$ cat src/rtl/struct_rec_pkg.sv
// rtl/struct_rec_pkg.sv - shared types and helpers for the record receiver
package struct_rec_pkg;

  localparam int NBYTES_DEF = 4;

  typedef struct packed {
    logic [7:0] data;
  } rec_field_t;

  typedef rec_field_t rec_t [NBYTES_DEF];

  typedef enum logic [1:0] {
    IDLE    = 2'd0,
    COLLECT = 2'd1,
    HOLD    = 2'd2
  } rx_state_e;

  // Field k lands in bits [8k+7:8k]; field 0 is the least significant byte.
  function automatic logic [NBYTES_DEF*8-1:0] pack_rec(input rec_t r);
    logic [NBYTES_DEF*8-1:0] v;
    v = '0;
    for (int k = 0; k < NBYTES_DEF; k++) begin
      v[8*k +: 8] = r[k].data;
    end
    return v;
  endfunction

endpackage

$ cat src/rtl/struct_rec_sat_cnt.sv
// rtl/struct_rec_sat_cnt.sv - saturating event counter with increment enable
module struct_rec_sat_cnt #(
  parameter int CNT_W = 8
) (
  input  logic             i_clk,
  input  logic             i_rst_n,
  input  logic             i_inc,
  output logic [CNT_W-1:0] o_cnt
);

  // Count enabled events, holding at all-ones instead of wrapping.
  always_ff @(posedge i_clk or negedge i_rst_n) begin
    if (!i_rst_n) begin
      o_cnt <= '0;
    end else if (i_inc && (o_cnt != '1)) begin
      o_cnt <= o_cnt + CNT_W'(1);
    end
  end

endmodule

$ cat src/rtl/struct_rec_rx.sv
// rtl/struct_rec_rx.sv - byte stream to record assembler; STRUCT_REC_RX_PARITY_EN adds per-byte odd parity checking
module struct_rec_rx
  import struct_rec_pkg::*;
#(
  parameter int NBYTES = NBYTES_DEF,
  parameter int CNT_W  = 8
) (
  input  logic                i_clk,
  input  logic                i_rst_n,
  input  logic [7:0]          i_a,
  input  logic                i_a_valid,
`ifdef STRUCT_REC_RX_PARITY_EN
  input  logic                i_a_par,
`endif
  output logic                o_a_ready,
  input  logic                i_flush,
  output logic [NBYTES*8-1:0] o_rec,
  output logic                o_rec_valid,
  input  logic                i_rec_ready,
  output logic                o_rec_err,
  output logic [CNT_W-1:0]    o_drop_cnt
);

  localparam int IDX_W = (NBYTES > 1) ? $clog2(NBYTES) : 1;
  localparam logic [IDX_W-1:0] LAST_IDX = IDX_W'(NBYTES - 1);

  rx_state_e         state_q;
  logic [IDX_W-1:0]  idx_q;
  rec_field_t        rec_q [NBYTES];
  logic              a_ready_q;
  logic              rec_valid_q;
  logic              accept;
  logic              drop_inc;

  assign accept = i_a_valid & a_ready_q;

  // A flush only discards something when a record is partly built or held
  // without being taken downstream in the same cycle.
  assign drop_inc = i_flush & ((state_q == COLLECT) |
                               ((state_q == HOLD) & ~i_rec_ready));

  // Record assembly FSM; ready/valid are registered copies of the next state.
  always_ff @(posedge i_clk or negedge i_rst_n) begin
    if (!i_rst_n) begin
      state_q     <= IDLE;
      idx_q       <= '0;
      a_ready_q   <= 1'b0;
      rec_valid_q <= 1'b0;
      for (int k = 0; k < NBYTES; k++) begin
        rec_q[k].data <= 8'h00;
      end
    end else begin
      case (state_q)
        IDLE: begin
          a_ready_q <= 1'b1;
          if (accept && !i_flush) begin
            rec_q[0].data <= i_a;
            if (NBYTES == 1) begin
              idx_q       <= '0;
              state_q     <= HOLD;
              a_ready_q   <= 1'b0;
              rec_valid_q <= 1'b1;
            end else begin
              idx_q   <= IDX_W'(1);
              state_q <= COLLECT;
            end
          end
        end
        COLLECT: begin
          if (i_flush) begin
            state_q <= IDLE;
            idx_q   <= '0;
          end else if (accept) begin
            rec_q[idx_q].data <= i_a;
            if (idx_q == LAST_IDX) begin
              idx_q       <= '0;
              state_q     <= HOLD;
              a_ready_q   <= 1'b0;
              rec_valid_q <= 1'b1;
            end else begin
              idx_q <= idx_q + IDX_W'(1);
            end
          end
        end
        HOLD: begin
          if (i_rec_ready || i_flush) begin
            state_q     <= IDLE;
            rec_valid_q <= 1'b0;
            a_ready_q   <= 1'b1;
          end
        end
        default: begin
          state_q     <= IDLE;
          idx_q       <= '0;
          rec_valid_q <= 1'b0;
          a_ready_q   <= 1'b1;
        end
      endcase
    end
  end

`ifdef STRUCT_REC_RX_PARITY_EN
  logic err_q;
  logic byte_bad;
  logic to_idle;

  assign byte_bad = ~^{i_a, i_a_par};
  assign to_idle  = i_flush | ((state_q == HOLD) & i_rec_ready);

  // Sticky per-record parity error, restarted whenever a new record begins.
  always_ff @(posedge i_clk or negedge i_rst_n) begin
    if (!i_rst_n) begin
      err_q <= 1'b0;
    end else if (state_q == IDLE) begin
      err_q <= accept & ~i_flush & byte_bad;
    end else if (to_idle) begin
      err_q <= 1'b0;
    end else if (accept) begin
      err_q <= err_q | byte_bad;
    end
  end

  assign o_rec_err = rec_valid_q & err_q;
`else
  assign o_rec_err = 1'b0;
`endif

  for (genvar k = 0; k < NBYTES; k++) begin : g_pack
    assign o_rec[8*k +: 8] = rec_q[k].data;
  end

  assign o_a_ready   = a_ready_q;
  assign o_rec_valid = rec_valid_q;

  struct_rec_sat_cnt #(
    .CNT_W (CNT_W)
  ) u_drop_cnt (
    .i_clk   (i_clk),
    .i_rst_n (i_rst_n),
    .i_inc   (drop_inc),
    .o_cnt   (o_drop_cnt)
  );

endmodule
$ cat config.mk
export PLATFORM = sky130hd
export DESIGN_NAME = struct_rec_rx
export DESIGN_NICKNAME = d
export VERILOG_FILES = /design/src/rtl/struct_rec_pkg.sv /design/src/rtl/struct_rec_sat_cnt.sv /design/src/rtl/struct_rec_rx.sv
export SDC_FILE = /design/constraint.sdc
export NUM_CORES = 1
export LEC_CHECK = 0
export ABC_AREA = 1
export CORE_MARGIN = 3
export CORE_UTILIZATION = 44
export CTS_CLUSTER_DIAMETER = 200
export DETAILED_ROUTE_END_ITERATION = 10
export PLACE_DENSITY = 0.73
export RECOVER_POWER = 100
export SYNTH_ARGS = -nofsm -noshare
export SYNTH_HDL_FRONTEND = slang
export SYNTH_SLANG_ARGS = --single-unit
$ cat constraint.sdc
create_clock -name i_clk -period 1.5 [get_ports i_clk]
set_clock_uncertainty 0.15 [all_clocks]
set_input_delay 0.375 -clock i_clk [delete_from_list [all_inputs] [get_ports i_clk]]
set_output_delay 0.375 -clock i_clk [all_outputs]
set_load 0.1 [all_outputs]
==> results.md, run 1 <==
* Final worst slack at -0.103 ns
* Hold Vio Cnt, Final at 0
* Worst-margin pin slew at 0.622 ns
* Syn_area_per_cell at 9.33 um2
* Number of library cell types mapped by synthesis at 25
* Reg2reg setup slack at -0.07 ns
* Final WL at 6.18 mm
* Setup Slack @ Placement at -0.350 ns
* Clk sinks at 46
* GP Congestion at 0.816
* R2R depth at 9
* CP startpoint kind: flip-flop
* Post-route ant nets at 0
* Die Wd at 77.2 um
* Htree depth at 2
* Flops & latches, synth at 46
* Syn_nets at 257
* Max Cap Violations at 0
* Nets at 338
* Final worst path period need at 1.60 ns
* RR Endpoint: u_drop_cnt.o_cnt[7]$_DFFE_PN0P_
* Share of the synthesized area in the top cell type at 51.6%
* Share of cells above drive strength 1 at 51.1%
* WS Path Type: flip-flop to primary output
* Hold EP: o_rec_valid$_DFFE_PN0P_
* Initial core utilization at 46.3%
* Largest stage delay on the critical path at 0.49 ns
* Fin Setup TNS at -0.864 ns
* Clk pin slew, worst setup/hold paths at 0.08 ns
* Vias in the first global route at 1925
* ANT cells at 0
* Global-route wire length before repair at 9.80 mm
* Commonest non-fill, non-tap cell in the layout: nand2_1
* Placed cell area at 3370 um2
* Mapped Cells at 239
* Vias per Instance at 5.03
* Worst skew pair latency at 0.31 ns
* Area growth, synth to finish at 68.5%
* Fillers at 314
* Final setup fails at 26
* CP Launch Point: u_drop_cnt.o_cnt[1]$_DFFE_PN0P_
* Worst hold path cell count at 2
* Slowest CP cell: dfrtp_4
* Most frequent cells in the layout: 63 x nand2_1, 35 x buf_12, 28 x dfrtp_1
* CTS Buf Count at 5
* Hold slack final at 0.354 ns
* Clk buf depth at 2
* Family with the most delay on the worst path: flip-flops
* Gr usage total at 21.0%
* CP bufs+invs at 2
* Synth warn at 0
* Slew Viols, Final at 0
* CP required at 0.97 ns
* Root Driver: clkbuf_8
* Unrepaired setup endpoints after global routing: yes
* Largest area contributor in the netlist: dfrtp_1
* Die height at 77.2 um
* DRC errors left at 0
* Period utilisation layout at 107%
* Maximum clock rate at 0.624 GHz
* DR iter-0 viols at 223
* Largest net degree at the start of global routing at 47
* Sequential element share of the synthesized area at 51.6%
* Grt total ovfl at 0
* Vias at 1950
* First-pass DRT Iterations at 4
* Die area at 5960 um2
* Initial antenna violation count at 0
* Ranking of synthesized cells by area: dfrtp_1 52%, nand2_1 14%, o21ai_2 9.4%
* Design Area, Final at 3760 um2
* HP Class: flip-flop to flip-flop
* Post-synthesis cell area at 2230 um2
* Crit path cell chain: buf_6, buf_12
* FF-to-FF Start: u_drop_cnt.o_cnt[1]$_DFFE_PN0P_
* Crit end category: primary output
* PortBufs at 54
* CTS tree: done
* Maximum fanout along the worst path at 2
* Worst hold start: o_rec_valid$_DFFE_PN0P_
* Worst relative slew slack at 58.5%
* Ports at 56
* Outcome: complete, but fails checks
* Routed len/inst at 15.9 um
* Rows at 25
* Placeable Area at 4820 um2
* Failing checks: negative setup slack
* WP data arrival at 1.08 ns
* DP Wirelength at 3.82 mm
-- Yosys cell counts (all sizes together) --
library cell and count:
clkinv 1, buf 6, o211ai 2, inv 21, dfrtp 46, ha 5
nor2 12, a21oi 1, conb 1, xor2 3, nand3 9, nand4 3
nand2 91, nand3b 2, o21ai 36
-- final cells by class --
type | count | area, um2 | area share [%]
Clock inverter | 3 | 40.0 | 1.07
Tap cell | 67 | 83.8 | 2.23
Timing Repair Buffer | 76 | 1080 | 28.8
Sequential cell | 46 | 1180 | 31.4
Clock buffer | 5 | 68.8 | 1.83
Inverter | 22 | 86.3 | 2.30
Multi-Input combinational cell | 169 | 1210 | 32.3
-- flip-flops by register name, summed over array words and instances, names as in the netlist --
name              flops
idx_q                 2
o_rec                32
state_q               2
o_rec_valid           1
u_drop_cnt.o_cnt      8
o_a_ready             1
-- logic make-up (layout without fill, tap and decap cells) --
family / Yosys count / in the layout / share of synthesized area (%)
simple gates: 117 / 120 / 24.2
buf+inv: 28 / 106 / 6.45
fa+ha+maj: 5 / 5 / 2.80
compound gates: 39 / 40 / 13.6
flops: 46 / 46 / 51.6
xor+xnor: 3 / 3 / 1.18
other cells: 1 / 1 / 0.168
-- worst reg2reg max path, delay by kind of cell (launching register included) --
family                   cells  cell delay [ns]
buffers and inverters        2             0.20
AND/OR/NAND/NOR              6             0.51
flip-flops                   1             0.49
adder cells (fa/ha/maj)      1             0.16
-- worst max path at each step --
stage                                           end  slack (ns)  depth (start not counted)
global placement               o_rec[6]$_DFFE_PN0P_       -0.32                          6
global route                  o_rec[31]$_DFFE_PN0P_       -0.13                          7
floorplan           u_drop_cnt.o_cnt[2]$_DFFE_PN0P_       -0.08                          8
CTS                                   o_drop_cnt[0]        -0.1                          2
finish                                o_drop_cnt[1]       -0.10                          2
detailed placement             o_rec[6]$_DFFE_PN0P_       -0.35                          6
-- metal layers --
| metal | routed length, um | global-route usage (%) | vias up | share of wire, % |
|---|---|---|---|---|
| li1 | - | - | 932 | - |
| met1 | 2510 | 27.0 | 945 | 41 |
| met2 | 3170 | 35.0 | 67 | 51 |
| met3 | 441 | 6.10 | 6 | 7.1 |
| met4 | 55 | 4.80 | 0 | 0.89 |
| met5 | 0 | 0 | - | 0 |
-- timing repair --
action | 4_1_cts | 5_1_grt
endpoints found under the hold margin | 46 | 0
gates cloned | 3 | 1
endpoints found under the setup margin | 24 | 40
gates resized for setup | 14 | 47
pin swaps | 7 | 10
setup buffers | 9 | 3
hold buffers | 1 | 0
-- through the flow --
step / util (%) / cells
6_report: 78.0 / 388
5_1_grt: 78.0 / 388
4_1_cts: 75.9 / 384
3_5_place_dp: 69.9 / 363
3_3_place_gp: 69.9 / 363
2_1_floorplan: - / 239
Power of run 1 is not shown: default switching activity piles up to over one toggle a cycle in this logic, so the estimate is an artifact.
==> run 2: changes to the inputs <==
- CTS_CLUSTER_DIAMETER: 200 -> default
==> results of run 2 <==
Same layout as run 1: the final DEF is identical, and so are final timing and power.
Power of run 2 is left out for the same reason.
